===== src/rtl/regfile_seq_pkg.sv =====
// ---------------------------------------------------------------------------
// regfile_seq_pkg
// Shared definitions for the register-file command sequencer:
//   - default data / index widths
//   - command opcode encodings
//   - FSM state encoding
// ---------------------------------------------------------------------------
package regfile_seq_pkg;

    localparam int DW_DEF = 16;
    localparam int AW_DEF = 3;

    // Command opcodes carried on cmd_op
    localparam logic [1:0] OP_MOVI = 2'b00;
    localparam logic [1:0] OP_MOV  = 2'b01;
    localparam logic [1:0] OP_SWAP = 2'b10;
    localparam logic [1:0] OP_READ = 2'b11;

    typedef enum logic [2:0] {
        IDLE    = 3'd0,
        MOVI_WR = 3'd1,
        MOV_WR  = 3'd2,
        SWAP_RD = 3'd3,
        SWAP_W1 = 3'd4,
        SWAP_W2 = 3'd5,
        READ_RD = 3'd6,
        DONE    = 3'd7
    } state_t;

endpackage


===== src/rtl/regfile_seq_ctrl_cmdreg.sv =====
// ---------------------------------------------------------------------------
// regfile_seq_ctrl_cmdreg
// Capture register for the accepted command and the SWAP temporary.
// Ports:
//   clk, reset_n            clock, synchronous active-low reset
//   load                    capture cmd_op/cmd_rd/cmd_rs/cmd_imm
//   cmd_op, cmd_rd,
//   cmd_rs, cmd_imm         command fields from the requester
//   tmp_load, tmp_data      capture tmp (first half of a SWAP)
//   op, rd, rs, imm, tmp    held values used by the controller decode
// ---------------------------------------------------------------------------
module regfile_seq_ctrl_cmdreg
    import regfile_seq_pkg::*;
#(
    parameter int DW = DW_DEF,
    parameter int AW = AW_DEF
) (
    input  logic          clk,
    input  logic          reset_n,
    input  logic          load,
    input  logic [1:0]    cmd_op,
    input  logic [AW-1:0] cmd_rd,
    input  logic [AW-1:0] cmd_rs,
    input  logic [DW-1:0] cmd_imm,
    input  logic          tmp_load,
    input  logic [DW-1:0] tmp_data,
    output logic [1:0]    op,
    output logic [AW-1:0] rd,
    output logic [AW-1:0] rs,
    output logic [DW-1:0] imm,
    output logic [DW-1:0] tmp
);

    // Command fields are frozen at the handshake so the requester may change
    // its inputs freely while the sequence runs.
    always_ff @(posedge clk) begin
        if (!reset_n) begin
            op  <= '0;
            rd  <= '0;
            rs  <= '0;
            imm <= '0;
        end else if (load) begin
            op  <= cmd_op;
            rd  <= cmd_rd;
            rs  <= cmd_rs;
            imm <= cmd_imm;
        end
    end

    // tmp holds the original rd value across the two SWAP write cycles.
    always_ff @(posedge clk) begin
        if (!reset_n) begin
            tmp <= '0;
        end else if (tmp_load) begin
            tmp <= tmp_data;
        end
    end

endmodule


===== src/rtl/regfile_seq_ctrl.sv =====
// ---------------------------------------------------------------------------
// regfile_seq_ctrl
// Serialises register-transfer commands (MOVI, MOV, SWAP, READ) onto the
// write and read ports of an 8x16 register file.
// Ports:
//   clk, reset_n            clock, synchronous active-low reset
//   cmd_valid, cmd_ready    command handshake (accepted only in IDLE)
//   cmd_op/rd/rs/imm        command fields
//   rf_writenum, rf_write,
//   rf_readnum, rf_data_in  drive the register file
//   rf_data_out             register file read data (combinational)
//   rsp_valid, rsp_data     READ result, valid for one cycle
//   done                    one-cycle pulse at the end of any command
//   busy                    high whenever not IDLE
// ---------------------------------------------------------------------------
module regfile_seq_ctrl
    import regfile_seq_pkg::*;
#(
    parameter int DW = DW_DEF,
    parameter int AW = AW_DEF
) (
    input  logic          clk,
    input  logic          reset_n,
    input  logic          cmd_valid,
    output logic          cmd_ready,
    input  logic [1:0]    cmd_op,
    input  logic [AW-1:0] cmd_rd,
    input  logic [AW-1:0] cmd_rs,
    input  logic [DW-1:0] cmd_imm,
    output logic [AW-1:0] rf_writenum,
    output logic          rf_write,
    output logic [AW-1:0] rf_readnum,
    output logic [DW-1:0] rf_data_in,
    input  logic [DW-1:0] rf_data_out,
    output logic          rsp_valid,
    output logic [DW-1:0] rsp_data,
    output logic          done,
    output logic          busy
);

    state_t        state;
    logic          accept;
    logic [1:0]    op;
    logic [AW-1:0] rd;
    logic [AW-1:0] rs;
    logic [DW-1:0] imm;
    logic [DW-1:0] tmp;

    assign accept = cmd_valid && (state == IDLE);

    regfile_seq_ctrl_cmdreg #(
        .DW (DW),
        .AW (AW)
    ) u_cmdreg (
        .clk      (clk),
        .reset_n  (reset_n),
        .load     (accept),
        .cmd_op   (cmd_op),
        .cmd_rd   (cmd_rd),
        .cmd_rs   (cmd_rs),
        .cmd_imm  (cmd_imm),
        .tmp_load (state == SWAP_RD),
        .tmp_data (rf_data_out),
        .op       (op),
        .rd       (rd),
        .rs       (rs),
        .imm      (imm),
        .tmp      (tmp)
    );

    // Sequencer state plus the READ result register. Each command walks a
    // fixed path ending in DONE, which always returns to IDLE.
    always_ff @(posedge clk) begin
        if (!reset_n) begin
            state    <= IDLE;
            rsp_data <= '0;
        end else begin
            case (state)
                IDLE: begin
                    if (accept) begin
                        case (cmd_op)
                            OP_MOVI: state <= MOVI_WR;
                            OP_MOV:  state <= MOV_WR;
                            OP_SWAP: state <= SWAP_RD;
                            default: state <= READ_RD;
                        endcase
                    end
                end
                MOVI_WR: state <= DONE;
                MOV_WR:  state <= DONE;
                SWAP_RD: state <= SWAP_W1;
                SWAP_W1: state <= SWAP_W2;
                SWAP_W2: state <= DONE;
                READ_RD: begin
                    rsp_data <= rf_data_out;
                    state    <= DONE;
                end
                default: state <= IDLE;
            endcase
        end
    end

    // Moore decode of the register-file controls from state and the captured
    // fields. MOV and SWAP_W1 forward rf_data_out straight to rf_data_in, so
    // these stay combinational rather than registered. SWAP_W1 reads rs while
    // writing rd: the new rd value is only visible next cycle, and rs still
    // holds its original value here. rf_write is masked by reset_n so a reset
    // arriving mid-command cannot commit the pending write.
    always_comb begin
        rf_write    = 1'b0;
        rf_writenum = '0;
        rf_readnum  = '0;
        rf_data_in  = '0;
        case (state)
            MOVI_WR: begin
                rf_write    = 1'b1;
                rf_writenum = rd;
                rf_data_in  = imm;
            end
            MOV_WR: begin
                rf_write    = 1'b1;
                rf_readnum  = rs;
                rf_writenum = rd;
                rf_data_in  = rf_data_out;
            end
            SWAP_RD: begin
                rf_readnum  = rd;
            end
            SWAP_W1: begin
                rf_write    = 1'b1;
                rf_readnum  = rs;
                rf_writenum = rd;
                rf_data_in  = rf_data_out;
            end
            SWAP_W2: begin
                rf_write    = 1'b1;
                rf_writenum = rs;
                rf_data_in  = tmp;
            end
            READ_RD: begin
                rf_readnum  = rs;
            end
            default: begin
                rf_write    = 1'b0;
            end
        endcase
        rf_write = rf_write && reset_n;
    end

    assign cmd_ready = (state == IDLE);
    assign busy      = (state != IDLE);
    assign done      = (state == DONE);
    assign rsp_valid = (state == DONE) && (op == OP_READ);

endmodule


===== config.mk =====
export PLATFORM = sky130hd
export DESIGN_NAME = regfile_seq_ctrl
export DESIGN_NICKNAME = d
export VERILOG_FILES = /design/src/rtl/regfile_seq_pkg.sv /design/src/rtl/regfile_seq_ctrl_cmdreg.sv /design/src/rtl/regfile_seq_ctrl.sv
export SDC_FILE = /design/constraint.sdc
export NUM_CORES = 1
export LEC_CHECK = 0
export ABC_AREA = 1
export CAP_MARGIN = 25
export CORE_ASPECT_RATIO = 1.25
export CORE_MARGIN = 3
export CORE_UTILIZATION = 35
export DETAILED_ROUTE_END_ITERATION = 7
export SYNTH_ARGS = -nofsm -noshare
export SYNTH_HDL_FRONTEND = slang
export SYNTH_SLANG_ARGS = --single-unit

===== constraint.sdc =====
create_clock -name clk -period 2.9 [get_ports clk]
set_input_delay 0.58 -clock clk [delete_from_list [all_inputs] [get_ports clk]]
set_output_delay 0.58 -clock clk [all_outputs]
set_load 0.02 [all_outputs]

# Word level (Yosys, flattened, before mapping)
# Index checks and enable logic that the tools add are counted.
# Widths: inputs -> output; s select.
[classes] n_eq_ne=11 mux=7 reduce_logical=11
[ops] op="$pmux 16 s3" count=1
[ops] op="$eq 3x3->1 const B" count=4
[ops] op="$pmux 3 s2" count=2
[ops] op="$pmux 3 s4" count=1
[ops] op="$pmux 3 s3" count=1
[ops] op="$reduce_or 4->1" count=2
[ops] op="$eq 3x2->1 const B" count=2
[ops] op="$reduce_or 3->1" count=2
[ops] op="$eq 2x2->1 const B" count=2
[ops] op="$eq 3x1->1 const B" count=1
[ops] op="$logic_and 1x1->1" count=3
[ops] op="$logic_not 3->1" count=1
[ops] op="$mux 3" count=1
[ops] op="$reduce_bool 3->1" count=1
[ops] op="$eq 2x1->1 const B" count=1
[ops] op="$logic_not 2->1" count=1
[ops] op="$ne 2x1->1 const B" count=1
[ops] op="$reduce_or 2->1" count=1
[ops] op="$mux 1" count=1
[word_totals] ff_bits=59 inputBits=43 out_inout_bits=43 elab_cells=36

# Depth between registers and ports, before layout
# Gate-level depths: netlist of run 1.
[logic_depth] ltp_word=4 ltp_mapped=10 mapped_depth_nobuf=8

# Hierarchy
# Synthesis of run 1 repeated with hierarchy kept, for this count alone.
[unflattened] hier_cells=460 area_unflattened_um2=2859.0
[by_module_without_submodules] mod="regfile_seq_ctrl_cmdreg" instances=1 cells_per_inst=252 area_per_inst_um2=1626.6 seq_area_each_um2=800.8
[by_module_without_submodules] mod="regfile_seq_ctrl" instances=1 cells_per_inst=208 area_per_inst_um2=1232.4 seq_area_each_um2=380.4

# Least setup slack after synthesis of run 1
# OpenSTA, ideal clock, no wires.
[synth_path] kind="reg-to-output" from="reg state[2]" to="out rf_readnum[0]" t_arrival_ps=1381 t_required_ps=2320 slack_ps=939 stages_incl_launch_ff=7 path_buffers=3 path_cell_list="dfxtp_1 > buf_4 > inv_2 > nand2_1 > clkbuf_2 > buf_2 > o21ai_0"
[synth_between] elab_chain_cells=3 elab_cells_between_ends=6 classes_between="4 x eq/ne; 1 x mux; 1 x reduce/logical"
[synth_lines] element="start, declared" line="regfile_seq_ctrl.sv:41" rtl="state_t state;"
[synth_lines] element="start signal, assigned" line="regfile_seq_ctrl.sv:75" rtl="state <= IDLE;"
[synth_lines] element="start signal, assigned" line="regfile_seq_ctrl.sv:82" rtl="OP_MOVI: state <= MOVI_WR;"
[synth_lines] element="start signal, assigned" line="regfile_seq_ctrl.sv:83" rtl="OP_MOV: state <= MOV_WR;"
[synth_lines] element="$eq 3x3->1 / $eq 3x2->1 (equally long branches)" line="regfile_seq_ctrl.sv:114" rtl="case (state)"
[synth_lines] element="$reduce_or 3->1 (no line)"
[synth_lines] element="$pmux 3 s2 (*)" line="regfile_seq_ctrl.sv:114"
[synth_lines] element="end, declared" line="regfile_seq_ctrl.sv:32" rtl="output logic [AW-1:0] rf_readnum,"
# Every way passes the cells marked *; elsewhere a longest branch is shown, timed or not.

# Final worst setup path of run 1
[layout_path] from="reg state[0]" to="out rf_data_in[13]"
[layout_between] elab_chain_cells=3 elab_cells_between_ends=6 classes_between="4 x eq/ne; 1 x mux; 1 x reduce/logical"
[layout_lines] element="$eq 3x3->1 / $eq 3x2->1 (equally long branches)" line="regfile_seq_ctrl.sv:114"
[layout_lines] element="$reduce_or 2->1 (no line)"
[layout_lines] element="$pmux 16 s3 (*)" line="regfile_seq_ctrl.sv:114"
[layout_lines] element="end, declared" line="regfile_seq_ctrl.sv:33" rtl="output logic [DW-1:0] rf_data_in,"
# Marked as above.

==> results of run 1 <==
[synthesized netlist by cell type, drive strengths merged]
cell | number | area share, %
nor2 | 120 | 17
nand2 | 118 | 16
dfxtp | 59 | 43
o21ai | 40 | 7.5
inv | 38 | 5.2
nand3 | 21 | 3.9
buf | 16 | 3.5
clkbuf | 5 | 0.73
ha | 4 | 1.8
a21oi | 2 | 0.37
clkinv | 1 | 0.14
nand4 | 1 | 0.23
nor3 | 1 | 0.18
[metal layers]
metal | part of all wire, % | global-route usage, % | wire [um] | up-vias
met2 | 46 | 25.8 | 3380 | 83
met4 | 1.2 | 5.43 | 91 | 0
met5 | 0 | 0 | 0 | -
met1 | 46 | 22.5 | 3370 | 1206
li1 | - | - | - | 1458
met3 | 6.2 | 4.73 | 453 | 7
[worst max-delay path: stages, from the launching register on]
cell	delay [ns]
sky130_fd_sc_hd__dfxtp_1	0.33
sky130_fd_sc_hd__inv_1	0.11
sky130_fd_sc_hd__ha_2	0.27
sky130_fd_sc_hd__nand2_2	0.16
sky130_fd_sc_hd__o21ai_4	0.12
sky130_fd_sc_hd__buf_12	0.13
sky130_fd_sc_hd__nand2_1	0.04
sky130_fd_sc_hd__nand3_1	0.08
sky130_fd_sc_hd__clkdlybuf4s50_1	0.61
[cell families (layout without fill, tap and decap cells)]
group	after synthesis	after routing	synth area share, %
AO/OA/AOI/OAI	42	43	7.84
adder cells (fa/ha/maj)	4	4	1.83
buffers and inverters	60	146	9.63
flip-flops	59	59	43.3
AND/OR/NAND/NOR	261	261	37.4
[report_power, final]
part / switching, mW / leakage, nW / internal [mW]
Clock: 0.318 / 0.0856 / 0.302
Sequential: 0.123 / 0.483 / 1.03
Combinational: 0.993 / 1.32 / 0.714
Total: 1.43 / 1.89 / 2.05
[final cells by class]
| cell class | count | area [um2] |
|---|---|---|
| inverter | 39 | 146 |
| multi-input combinational | 308 | 1310 |
| clock buffer | 10 | 128 |
| clock inverter | 6 | 32.5 |
| timing repair buffer | 91 | 931 |
| tap | 92 | 115 |
| sequential | 59 | 1180 |
| fill | 770 | 3640 |
[per-stage QoR]
step                      utilization [%]  setup slack, ns  std cells  instance area [um2]
after floorplan                         -            0.939        426                 2730
after global placement               48.1            0.133        586                 3600
after detailed placement             48.1            0.132        586                 3600
after CTS                            50.6           0.0445        603                 3790
after global routing                 51.4          0.00519        605                 3850
final                                51.4            0.126        605                 3850
[what timing repair did]
item / in CTS / in global routing
cloned: 1 / 0
hold endpoints to repair: 0 / 0
resized for setup: 5 / 11
pin swaps: 0 / 1
setup endpoints to repair: 17 / 14
setup buffers: 0 / 2
[state kept, by name, indices dropped and copies added (netlist names)]
| signal | cells |
|---|---|
| u_cmdreg.imm | 16 |
| u_cmdreg.rd | 3 |
| rsp_data | 16 |
| u_cmdreg.op | 2 |
| u_cmdreg.rs | 3 |
| u_cmdreg.tmp | 16 |
| state | 3 |
[worst min-delay path by stage]
stage                       end  cells after the start        startpoint  slack, ns
6_report            rsp_data[4]                      2       rsp_data[4]       0.48
5_1_grt         u_cmdreg.tmp[6]                      2   u_cmdreg.tmp[6]       0.50
4_1_cts         u_cmdreg.tmp[5]                      2   u_cmdreg.tmp[5]       0.49
3_5_place_dp    u_cmdreg.tmp[5]                      2   u_cmdreg.tmp[5]       0.47
3_3_place_gp       rsp_data[15]                      2      rsp_data[15]       0.46
2_1_floorplan  u_cmdreg.tmp[10]                      2  u_cmdreg.tmp[10]       0.46
==> impl_results.html, run 1 <==
<table>
<tr><th>Metric</th><th>Value</th></tr>
<tr><th colspan="2">Detailed routing</th></tr>
<tr><td>Average wire length per cell after detail routing</td><td>12.1 um</td></tr>
<tr><td>Number of remaining DRC errors</td><td>0</td></tr>
<tr><td>Vias post-DR</td><td>2,754</td></tr>
<tr><td>Detail-routed via count per cell</td><td>4.55</td></tr>
<tr><td>Total wire length</td><td>7300 um</td></tr>
<tr><td>Iteration-0 DRC count of the detailed router</td><td>155</td></tr>
<tr><td>Remaining number of nets flagged by the antenna check after routing</td><td>0</td></tr>
<tr><td>First drt pass iteration count</td><td>4</td></tr>
<tr><th colspan="2">Global route</th></tr>
<tr><td>Total routing usage reported by global routing</td><td>16.8%</td></tr>
<tr><td>First-pass GRT wire length</td><td>12,100 um</td></tr>
<tr><td>Largest net degree at the start of global routing</td><td>60</td></tr>
<tr><td>Via count of the first global-routing pass</td><td>2,464</td></tr>
<tr><td>Number of antenna violations at the first check in global routing</td><td>0</td></tr>
<tr><td>Remaining Overflow, GRT</td><td>0</td></tr>
<tr><th colspan="2">CTS</th></tr>
<tr><td>Root buffer selected by CTS</td><td>sky130_fd_sc_hd__clkbuf_8</td></tr>
<tr><td>Clock tree from TritonCTS</td><td>built</td></tr>
<tr><td>Clk Latency, worst-skew pair</td><td>0.34 ns</td></tr>
<tr><td># clock sinks</td><td>59</td></tr>
<tr><td>Clock edge transition at the registers on the reported setup and hold paths</td><td>0.06 ns</td></tr>
<tr><td>Post-CTS Hold Fix Bufs</td><td>0</td></tr>
<tr><td>Clk buf depth</td><td>2</td></tr>
<tr><td>Number of buffers added by the clock tree synthesis step</td><td>9</td></tr>
<tr><td>Number of H-tree branching levels</td><td>3</td></tr>
<tr><th colspan="2">Worst setup path</th></tr>
<tr><td>Capture point of the worst path</td><td>rf_data_in[13]</td></tr>
<tr><td>Req. time, crit path</td><td>2.32 ns</td></tr>
<tr><td>Number of cells on the worst reg-to-reg path</td><td>6</td></tr>
<tr><td>RR Startpoint</td><td>state[2]</td></tr>
<tr><td>Crit Reg-Reg Endpoint</td><td>state[2]</td></tr>
<tr><td>Setup slack of the most critical reg-to-reg path</td><td>1.00 ns</td></tr>
<tr><td>Critical Path Start Type</td><td>flip-flop</td></tr>
<tr><td>Category of the worst setup path capture point</td><td>output pin</td></tr>
<tr><td>Data arrival time of the critical path</td><td>2.19 ns</td></tr>
<tr><td>Crit path launch</td><td>state[0]</td></tr>
<tr><td>Worst Path Class, Setup</td><td>reg -&gt; out</td></tr>
<tr><td>Highest fanout seen on the critical path</td><td>7</td></tr>
<tr><th colspan="2">STA</th></tr>
<tr><td>Timing-limited maximum frequency</td><td>361 MHz</td></tr>
<tr><td>Number of endpoints failing setup at the final stage</td><td>0</td></tr>
<tr><td>Worst hold slack after final layout</td><td>0.482 ns</td></tr>
<tr><td>Normalized max-slew margin</td><td>42.9%</td></tr>
<tr><td>Ratio of final minimum period to clock period</td><td>95.7%</td></tr>
<tr><td>Setup repair after global routing missed its margin</td><td>false</td></tr>
<tr><td>Count of final max-slew check failures</td><td>0</td></tr>
<tr><td>Tmin final</td><td>2.77 ns</td></tr>
<tr><td>Post-Route Skew</td><td>0.00833 ns</td></tr>
<tr><td>Final setup TNS</td><td>0 ns</td></tr>
<tr><td>Count of final hold-check violations</td><td>0</td></tr>
<tr><td>Slew at the pin closest to its max-slew limit</td><td>0.853 ns</td></tr>
<tr><th colspan="2">Place</th></tr>
<tr><td>Detailed placement HPWL</td><td>5020 um</td></tr>
<tr><td>GPL Wtd Cong</td><td>0.780</td></tr>
<tr><td>Count of input and output buffers</td><td>85</td></tr>
<tr><th colspan="2">Floorplanning</th></tr>
<tr><td>Initial core utilization</td><td>36.4%</td></tr>
<tr><td>X dimension of the die</td><td>85.0 um</td></tr>
<tr><td>Core footprint</td><td>7490 um2</td></tr>
<tr><td>Area of the die</td><td>8900 um2</td></tr>
<tr><td>Boundary Pins</td><td>86</td></tr>
<tr><td>Row Count</td><td>35</td></tr>
<tr><td>Die Y</td><td>105 um</td></tr>
<tr><th colspan="2">Cells and area</th></tr>
<tr><td>Ratio of cells with drive above 1 in the final layout</td><td>6.04%</td></tr>
<tr><td>Highest-count cells in the layout ignoring fill and taps</td><td>sky130_fd_sc_hd__nor2_1, sky130_fd_sc_hd__nand2_1, sky130_fd_sc_hd__clkdlybuf4s50_1</td></tr>
<tr><td>Net total in the final layout</td><td>555</td></tr>
<tr><td>Area growth syn-to-layout</td><td>41.1%</td></tr>
<tr><td>Most common cell after layout, fill and taps aside</td><td>sky130_fd_sc_hd__nor2_1</td></tr>
<tr><td>Diodes inserted</td><td>0</td></tr>
<tr><th colspan="2">Power and ir drop</th></tr>
<tr><td>IR drop worst, VDD</td><td>713 uV</td></tr>
<tr><td>Cell area power density</td><td>906 nW/um2</td></tr>
<tr><td>Leakage</td><td>1.89 nW</td></tr>
<tr><td>Total power consumption of the routed design</td><td>3.48 mW</td></tr>
<tr><th colspan="2">Synthesis</th></tr>
<tr><td>Post-synthesis register bit count</td><td>59</td></tr>
<tr><td>Cell area after synthesis</td><td>2730 um2</td></tr>
<tr><td>Post-Syn Nets</td><td>473</td></tr>
<tr><td>Sequential area share after synthesis</td><td>43.3%</td></tr>
<tr><td>Mean post-synth cell area</td><td>6.40 um2</td></tr>
<tr><td>Number of warnings reported in the yosys synthesis log</td><td>0</td></tr>
<tr><td>Number of different library cells in the post-synthesis netlist</td><td>22</td></tr>
<tr><td>Post-synthesis cell count</td><td>426</td></tr>
<tr><th colspan="2">Status</th></tr>
<tr><td>Result of the run</td><td>finished clean</td></tr>
<tr><th colspan="2">Flow run</th></tr>
<tr><td>Max-cap viol count</td><td>0</td></tr>
<tr><th colspan="2">Worst hold path</th></tr>
<tr><td>HP Class</td><td>reg -&gt; reg</td></tr>
</table>
(Power assumes the default switching activity.)
==> run 2: changes to the inputs <==
CORE_MARGIN = unset   (was 3)
CORE_UTILIZATION = 51   (was 35)
PLACE_DENSITY = 0.86   (was unset)
SYNTH_HIERARCHICAL = 1   (was unset)
==> impl_results.html, run 2 <==
<table>
<tr><th>Metric</th><th>Value</th></tr>
<tr><th colspan="2">Status</th></tr>
<tr><td>Result of the run</td><td>finished clean</td></tr>
<tr><th colspan="2">CTS</th></tr>
<tr><td>Post-CTS Hold Fix Bufs</td><td>0</td></tr>
<tr><td>Clock edge transition at the registers on the reported setup and hold paths</td><td>0.07 ns</td></tr>
<tr><td>Root buffer selected by CTS</td><td>sky130_fd_sc_hd__clkbuf_8</td></tr>
<tr><td>Number of H-tree branching levels</td><td>3</td></tr>
<tr><td># clock sinks</td><td>59</td></tr>
<tr><td>Clk buf depth</td><td>2</td></tr>
<tr><td>Number of buffers added by the clock tree synthesis step</td><td>9</td></tr>
<tr><td>Clk Latency, worst-skew pair</td><td>0.34 ns</td></tr>
<tr><td>Clock tree from TritonCTS</td><td>built</td></tr>
<tr><th colspan="2">Floorplanning</th></tr>
<tr><td>Area of the die</td><td>5910 um2</td></tr>
<tr><td>Initial core utilization</td><td>52.9%</td></tr>
<tr><td>X dimension of the die</td><td>69.0 um</td></tr>
<tr><td>Core footprint</td><td>5410 um2</td></tr>
<tr><td>Die Y</td><td>85.7 um</td></tr>
<tr><td>Row Count</td><td>30</td></tr>
<tr><td>Boundary Pins</td><td>86</td></tr>
<tr><th colspan="2">Synthesis</th></tr>
<tr><td>Number of warnings reported in the yosys synthesis log</td><td>6</td></tr>
<tr><td>Post-synth EDFFs</td><td>0</td></tr>
<tr><td>Post-synthesis async set-or-reset flop share</td><td>0%</td></tr>
<tr><td>Most frequent cell after synthesis</td><td>sky130_fd_sc_hd__nand2_1</td></tr>
<tr><td>Post-synthesis cell count</td><td>460</td></tr>
<tr><td>Cell area after synthesis</td><td>2860 um2</td></tr>
<tr><td>Number of different library cells in the post-synthesis netlist</td><td>20</td></tr>
<tr><td>Mean post-synth cell area</td><td>6.22 um2</td></tr>
<tr><td>Top area cells in the synthesized netlist</td><td>sky130_fd_sc_hd__dfxtp_1, sky130_fd_sc_hd__nand2_1, sky130_fd_sc_hd__nor2_1</td></tr>
<tr><td>Main flop type after synthesis</td><td>sky130_fd_sc_hd__dfxtp_1</td></tr>
<tr><td>Biggest area consumer among synthesized cells</td><td>sky130_fd_sc_hd__dfxtp_1</td></tr>
<tr><td>Sequential area share after synthesis</td><td>41.3%</td></tr>
<tr><td>Post-Syn Nets</td><td>507</td></tr>
<tr><td>Yosys top cell area share</td><td>41.3%</td></tr>
<tr><td>Post-synthesis register bit count</td><td>59</td></tr>
<tr><td>Leading cell types by count after synthesis</td><td>sky130_fd_sc_hd__nand2_1, sky130_fd_sc_hd__nor2_1, sky130_fd_sc_hd__dfxtp_1, sky130_fd_sc_hd__inv_1, sky130_fd_sc_hd__nand3_1</td></tr>
<tr><th colspan="2">Detailed routing</th></tr>
<tr><td>Detail-routed via count per cell</td><td>4.80</td></tr>
<tr><td>Remaining number of nets flagged by the antenna check after routing</td><td>0</td></tr>
<tr><td>First drt pass iteration count</td><td>5</td></tr>
<tr><td>Iteration-0 DRC count of the detailed router</td><td>280</td></tr>
<tr><td>Average wire length per cell after detail routing</td><td>11.5 um</td></tr>
<tr><td>Vias post-DR</td><td>2,926</td></tr>
<tr><td>Total wire length</td><td>6990 um</td></tr>
<tr><td>Number of remaining DRC errors</td><td>0</td></tr>
<tr><th colspan="2">Cells and area</th></tr>
<tr><td>Diodes inserted</td><td>0</td></tr>
<tr><td>Final instance area</td><td>3950 um2</td></tr>
<tr><td>Most common cell after layout, fill and taps aside</td><td>sky130_fd_sc_hd__nand2_1</td></tr>
<tr><td>Leading registers by flop count</td><td>rsp_data (16), u_cmdreg/imm (16), u_cmdreg/tmp (16)</td></tr>
<tr><td>Number of inserted filler cells in the final layout</td><td>436</td></tr>
<tr><td>Combined area of the multi-input logic cells</td><td>1350 um2</td></tr>
<tr><td>FF/Latch Area</td><td>1180 um2</td></tr>
<tr><td>Highest-count cells in the layout ignoring fill and taps</td><td>sky130_fd_sc_hd__nand2_1, sky130_fd_sc_hd__nor2_1, sky130_fd_sc_hd__clkdlybuf4s50_1</td></tr>
<tr><td>Net total in the final layout</td><td>588</td></tr>
<tr><td>Ratio of cells with drive above 1 in the final layout</td><td>6.04%</td></tr>
<tr><td>Area growth syn-to-layout</td><td>38.2%</td></tr>
<tr><th colspan="2">STA</th></tr>
<tr><td>Slew at the pin closest to its max-slew limit</td><td>0.552 ns</td></tr>
<tr><td>Normalized max-slew margin</td><td>63.2%</td></tr>
<tr><td>Timing-limited maximum frequency</td><td>358 MHz</td></tr>
<tr><td>Post-Route Skew</td><td>0.00533 ns</td></tr>
<tr><td>Ratio of final minimum period to clock period</td><td>96.3%</td></tr>
<tr><td>Final setup TNS</td><td>0 ns</td></tr>
<tr><td>Count of final max-slew check failures</td><td>0</td></tr>
<tr><td>Tmin final</td><td>2.79 ns</td></tr>
<tr><td>Count of final hold-check violations</td><td>0</td></tr>
<tr><td>Setup repair after global routing missed its margin</td><td>false</td></tr>
<tr><td>Number of endpoints failing setup at the final stage</td><td>0</td></tr>
<tr><th colspan="2">Place</th></tr>
<tr><td>Detailed placement HPWL</td><td>4830 um</td></tr>
<tr><td>Count of input and output buffers</td><td>85</td></tr>
<tr><td>GPL Wtd Cong</td><td>0.850</td></tr>
<tr><td>Placement Cell Area</td><td>3680 um2</td></tr>
<tr><th colspan="2">Global route</th></tr>
<tr><td>Total routing usage reported by global routing</td><td>25.3%</td></tr>
<tr><td>Via count of the first global-routing pass</td><td>2,622</td></tr>
<tr><td>Largest net degree at the start of global routing</td><td>60</td></tr>
<tr><td>Number of antenna violations at the first check in global routing</td><td>0</td></tr>
<tr><td>First-pass GRT wire length</td><td>11,300 um</td></tr>
<tr><td>Remaining Overflow, GRT</td><td>0</td></tr>
<tr><th colspan="2">Worst setup path</th></tr>
<tr><td>Category of the worst setup path capture point</td><td>output pin</td></tr>
<tr><td>Highest fanout seen on the critical path</td><td>13</td></tr>
<tr><td>Critical Path Start Type</td><td>flip-flop</td></tr>
<tr><td>Worst Path Class, Setup</td><td>reg -&gt; out</td></tr>
<tr><td>Data arrival time of the critical path</td><td>2.21 ns</td></tr>
<tr><td>Req. time, crit path</td><td>2.32 ns</td></tr>
<tr><th colspan="2">Power and ir drop</th></tr>
<tr><td>Cell area power density</td><td>940 nW/um2</td></tr>
<tr><td>Leakage</td><td>1.87 nW</td></tr>
<tr><td>IR drop worst, VDD</td><td>479 uV</td></tr>
<tr><td>Total power consumption of the routed design</td><td>3.71 mW</td></tr>
<tr><th colspan="2">Worst hold path</th></tr>
<tr><td>HP Class</td><td>reg -&gt; reg</td></tr>
<tr><th colspan="2">Flow run</th></tr>
<tr><td>Max-cap viol count</td><td>0</td></tr>
</table>
run 2: cell count changes after synthesis, sizes merged, moves of 2 or more:
cell / previous run / this run
buf: 16 / 18
clkbuf: 5 / 2
inv: 38 / 53
nand2: 118 / 161
nor2: 120 / 122
o21ai: 40 / 18
run 2: power breakdown:
| part | internal (mW) | switching, mW |
|---|---|---|
| clock network | 0.591 | 0.317 |
| logic | 0.691 | 0.939 |
| registers | 1.03 | 0.142 |
| total | 2.31 | 1.40 |
run 2: critical path: stages (launching register included):
cell,delay [ns]
sky130_fd_sc_hd__dfxtp_1,0.33
sky130_fd_sc_hd__inv_1,0.10
sky130_fd_sc_hd__ha_1,0.25
sky130_fd_sc_hd__inv_2,0.08
sky130_fd_sc_hd__o21ai_4,0.20
sky130_fd_sc_hd__buf_12,0.15
sky130_fd_sc_hd__nand2_1,0.06
sky130_fd_sc_hd__nand3_1,0.08
sky130_fd_sc_hd__clkdlybuf4s50_1,0.61
run 2: routing by layer:
layer / vias to the layer above / GRT usage [%] / wire length, um
met2: 101 / 41.9 / 3480
met3: 13 / 6.52 / 375
met5: - / 0 / 0
met1: 1290 / 30.6 / 3010
li1: 1522 / - / -
met4: 0 / 9.83 / 119
run 2: cell type report:
type | count | area share (%)
Sequential cell | 59 | 29.9
Timing Repair Buffer | 90 | 22.7
Multi-Input combinational cell | 328 | 34.2
Tap cell | 64 | 2.03
Inverter | 53 | 5.03
Clock buffer | 11 | 3.58
Clock inverter | 5 | 2.53
run 2: logic make-up after synthesis:
logic type / Yosys count / share of synthesized area, %
flip-flops: 59 / 41.3
adder cells (fa/ha/maj): 4 / 1.75
AND/OR/NAND/NOR: 304 / 41.3
AO/OA/AOI/OAI: 20 / 3.90
buffers and inverters: 73 / 11.7
run 2: repair_timing:
| action | 4_1_cts | 5_1_grt |
|---|---|---|
| resized for setup | 0 | 1 |
| pin swaps | 1 | 0 |
| endpoints found under the setup margin | 6 | 2 |
| endpoints found under the hold margin | 0 | 0 |
| buffers inserted | 2 | 0 |
run 2: final timing paths:
kind,start,endpoint,slack [ns],cells past startpoint
max reg2reg,state[1],u_cmdreg/imm[4],1.20,8
max,state[0],rf_data_in[4],0.11,8
min,u_cmdreg/tmp[6],u_cmdreg/tmp[6],0.47,2
min reg2reg,u_cmdreg/tmp[6],u_cmdreg/tmp[6],0.47,2
run 2: through the flow:
step	hold slack (ns)	util [%]	worst slack, ns	std cells
after CTS	0.472	73.1	0.0925	610
after detailed placement	0.463	68.1	0.341	592
after global routing	0.489	73.1	0.000223	610
after floorplan	0.449	-	1.07	460
after global placement	0.458	68.1	0.383	592
final	0.473	73.1	0.108	610
==> run 3: changes to the inputs <==
CELL_PAD_IN_SITES_DETAIL_PLACEMENT = 2   (was unset)
CELL_PAD_IN_SITES_GLOBAL_PLACEMENT = 2   (was unset)
CORE_UTILIZATION = 26   (was 51)
MAX_ROUTING_LAYER = met4   (was unset)
PLACE_DENSITY = unset   (was 0.86)
PLACE_DENSITY_LB_ADDON = 0.1   (was unset)
==> impl_results.html, run 3 (synthesis gave the netlist of run 2 again) <==
<table>
<tr><th>Metric</th><th>Value</th></tr>
<tr><th colspan="2">Place</th></tr>
<tr><td>GPL Wtd Cong</td><td>0.700</td></tr>
<tr><td>Count of input and output buffers</td><td>85</td></tr>
<tr><td>Detailed placement HPWL</td><td>6700 um</td></tr>
<tr><td>Placed cells</td><td>662</td></tr>
<tr><th colspan="2">Floorplanning</th></tr>
<tr><td>Core footprint</td><td>10,700 um2</td></tr>
<tr><td>Die Y</td><td>119 um</td></tr>
<tr><td>Row Count</td><td>42</td></tr>
<tr><td>Initial core utilization</td><td>26.8%</td></tr>
<tr><td>Boundary Pins</td><td>86</td></tr>
<tr><td>Area of the die</td><td>11,400 um2</td></tr>
<tr><td>X dimension of the die</td><td>95.8 um</td></tr>
<tr><th colspan="2">Power and ir drop</th></tr>
<tr><td>Cell-internal power</td><td>2.44 mW</td></tr>
<tr><td>Switching part of the total</td><td>37.9%</td></tr>
<tr><td>Sequential group share of total power</td><td>29.8%</td></tr>
<tr><td>Leakage</td><td>1.97 nW</td></tr>
<tr><td>Gate power share</td><td>41.7%</td></tr>
<tr><td>Cell area power density</td><td>955 nW/um2</td></tr>
<tr><td>NetSw</td><td>1.49 mW</td></tr>
<tr><td>Clock Power Share</td><td>28.5%</td></tr>
<tr><td>IR drop worst, VDD</td><td>347 uV</td></tr>
<tr><th colspan="2">Worst setup path</th></tr>
<tr><td>Worst Path Class, Setup</td><td>reg -&gt; out</td></tr>
<tr><td>Category of the worst setup path capture point</td><td>output pin</td></tr>
<tr><td>Req. time, crit path</td><td>2.32 ns</td></tr>
<tr><td>Setup slack of the most critical reg-to-reg path</td><td>1.17 ns</td></tr>
<tr><td>Critical Path Start Type</td><td>flip-flop</td></tr>
<tr><td>Highest fanout seen on the critical path</td><td>17</td></tr>
<tr><td>Data arrival time of the critical path</td><td>2.20 ns</td></tr>
<tr><th colspan="2">STA</th></tr>
<tr><td>Tmin final</td><td>2.78 ns</td></tr>
<tr><td>Normalized max-slew margin</td><td>59.7%</td></tr>
<tr><td>Ratio of final minimum period to clock period</td><td>96.0%</td></tr>
<tr><td>Final setup TNS</td><td>0 ns</td></tr>
<tr><td>Count of final hold-check violations</td><td>0</td></tr>
<tr><td>Number of endpoints failing setup at the final stage</td><td>0</td></tr>
<tr><td>Slew at the pin closest to its max-slew limit</td><td>0.605 ns</td></tr>
<tr><td>Setup repair after global routing missed its margin</td><td>false</td></tr>
<tr><td>Timing-limited maximum frequency</td><td>359 MHz</td></tr>
<tr><td>Post-Route Skew</td><td>0.00719 ns</td></tr>
<tr><td>Count of final max-slew check failures</td><td>0</td></tr>
<tr><th colspan="2">Detailed routing</th></tr>
<tr><td>Average wire length per cell after detail routing</td><td>13.5 um</td></tr>
<tr><td>Remaining number of nets flagged by the antenna check after routing</td><td>0</td></tr>
<tr><td>Iteration-0 DRC count of the detailed router</td><td>58</td></tr>
<tr><td>First drt pass iteration count</td><td>4</td></tr>
<tr><td>Total wire length</td><td>9170 um</td></tr>
<tr><td>Vias post-DR</td><td>2,967</td></tr>
<tr><td>Number of remaining DRC errors</td><td>0</td></tr>
<tr><td>Detail-routed via count per cell</td><td>4.38</td></tr>
<tr><th colspan="2">CTS</th></tr>
<tr><td>Clk buf depth</td><td>2</td></tr>
<tr><td># clock sinks</td><td>59</td></tr>
<tr><td>Number of H-tree branching levels</td><td>3</td></tr>
<tr><td>Clk Latency, worst-skew pair</td><td>0.33 ns</td></tr>
<tr><td>Clock tree from TritonCTS</td><td>built</td></tr>
<tr><td>Number of buffers added by the clock tree synthesis step</td><td>9</td></tr>
<tr><td>Post-CTS Hold Fix Bufs</td><td>0</td></tr>
<tr><td>Root buffer selected by CTS</td><td>sky130_fd_sc_hd__clkbuf_16</td></tr>
<tr><td>Clock edge transition at the registers on the reported setup and hold paths</td><td>0.06 ns</td></tr>
<tr><th colspan="2">Cells and area</th></tr>
<tr><td>Leading registers by flop count</td><td>rsp_data (16), u_cmdreg/imm (16), u_cmdreg/tmp (16)</td></tr>
<tr><td>Net total in the final layout</td><td>588</td></tr>
<tr><td>Fin cells</td><td>678</td></tr>
<tr><td>Diodes inserted</td><td>0</td></tr>
<tr><td>Highest-count cells in the layout ignoring fill and taps</td><td>sky130_fd_sc_hd__nand2_1, sky130_fd_sc_hd__nor2_1, sky130_fd_sc_hd__clkdlybuf4s50_1</td></tr>
<tr><td>Number of inserted filler cells in the final layout</td><td>1,303</td></tr>
<tr><td>Ratio of cells with drive above 1 in the final layout</td><td>6.23%</td></tr>
<tr><td>Area growth syn-to-layout</td><td>44.0%</td></tr>
<tr><td>Most common cell after layout, fill and taps aside</td><td>sky130_fd_sc_hd__nand2_1</td></tr>
<tr><th colspan="2">Global route</th></tr>
<tr><td>Via count of the first global-routing pass</td><td>3,079</td></tr>
<tr><td>First-pass GRT wire length</td><td>14,900 um</td></tr>
<tr><td>Largest net degree at the start of global routing</td><td>60</td></tr>
<tr><td>Total routing usage reported by global routing</td><td>17.6%</td></tr>
<tr><td>Number of antenna violations at the first check in global routing</td><td>0</td></tr>
<tr><td>Remaining Overflow, GRT</td><td>0</td></tr>
<tr><th colspan="2">Status</th></tr>
<tr><td>Result of the run</td><td>finished clean</td></tr>
<tr><th colspan="2">Flow run</th></tr>
<tr><td>Max-cap viol count</td><td>0</td></tr>
<tr><th colspan="2">Worst hold path</th></tr>
<tr><td>HP Class</td><td>reg -&gt; reg</td></tr>
</table>
[run 3: cell types whose count changed in the layout (fill, tap and decap cells not counted), sizes merged]
cell,before,now
clkdlybuf4s50,84,78
dlygate4sd2,0,1
bufinv,3,2
dlymetal6s2s,0,5
clkinvlp,0,1
[run 3: cell type report]
| class | instances | area, um2 | share of cell area [%] |
|---|---|---|---|
| sequential | 59 | 1180 | 28.7 |
| inverter | 53 | 204 | 4.95 |
| multi-input combinational | 328 | 1360 | 33.0 |
| clock buffer | 11 | 233 | 5.65 |
| timing repair buffer | 90 | 898 | 21.8 |
| clock inverter | 5 | 77.6 | 1.88 |
| tap | 132 | 165 | 4.01 |
[run 3: path summary, 6_finish.rpt]
check / startpoint / endpoint / cells past startpoint
max: state[0] / rf_data_in[12] / 8
min: u_cmdreg/imm[2] / u_cmdreg/imm[2] / 2
max reg2reg: state[0] / u_cmdreg/imm[3] / 8
min reg2reg: u_cmdreg/imm[2] / u_cmdreg/imm[2] / 2
[run 3: metal layers]
| metal | global-route usage (%) | up-vias | wire (um) |
|---|---|---|---|
| li1 | - | 1521 | - |
| met1 | 23.5 | 1382 | 4470 |
| met2 | 26.4 | 58 | 4230 |
| met3 | 3.77 | 6 | 359 |
| met4 | 5.60 | 0 | 111 |
| met5 | - | - | 0 |
[run 3: through the flow]
stage	hold WS (ns)	area, um2	util [%]	setup slack, ns	power, mW
2_1_floorplan	0.449	2860	-	1.07	2.20
3_3_place_gp	0.457	3780	35.4	0.389	2.80
4_1_cts	0.476	4090	38.4	0.0281	4.01
6_report	0.472	4120	38.6	0.117	3.93
5_1_grt	0.484	4120	38.6	0.0189	4.21
3_5_place_dp	0.469	3780	35.4	0.356	2.85
[run 3: what timing repair did]
item                                    CTS  global route
hold endpoints to repair                  0             0
endpoints found under the setup margin    9            19
gates resized for setup                   2            12
setup buffers                             0             0
pin swaps                                 0             0
[run 3: power by group through the flow]
stage	registers, mW	clock network [mW]	logic [mW]
6_report	1.17	1.12	1.64
5_1_grt	1.20	1.18	1.83
2_1_floorplan	1.19	0	1.00
3_3_place_gp	1.17	0	1.62
4_1_cts	1.18	1.15	1.68
3_5_place_dp	1.19	0	1.66
[run 3: critical path, cell delays in order, from the launching register on]
cell and delay [ns]:
sky130_fd_sc_hd__dfxtp_1 0.33, sky130_fd_sc_hd__inv_1 0.11, sky130_fd_sc_hd__ha_2 0.25, sky130_fd_sc_hd__nand2_2 0.12
sky130_fd_sc_hd__o21ai_4 0.09, sky130_fd_sc_hd__buf_6 0.19, sky130_fd_sc_hd__nand2_1 0.07, sky130_fd_sc_hd__nand3_1 0.10
sky130_fd_sc_hd__clkdlybuf4s50_1 0.61
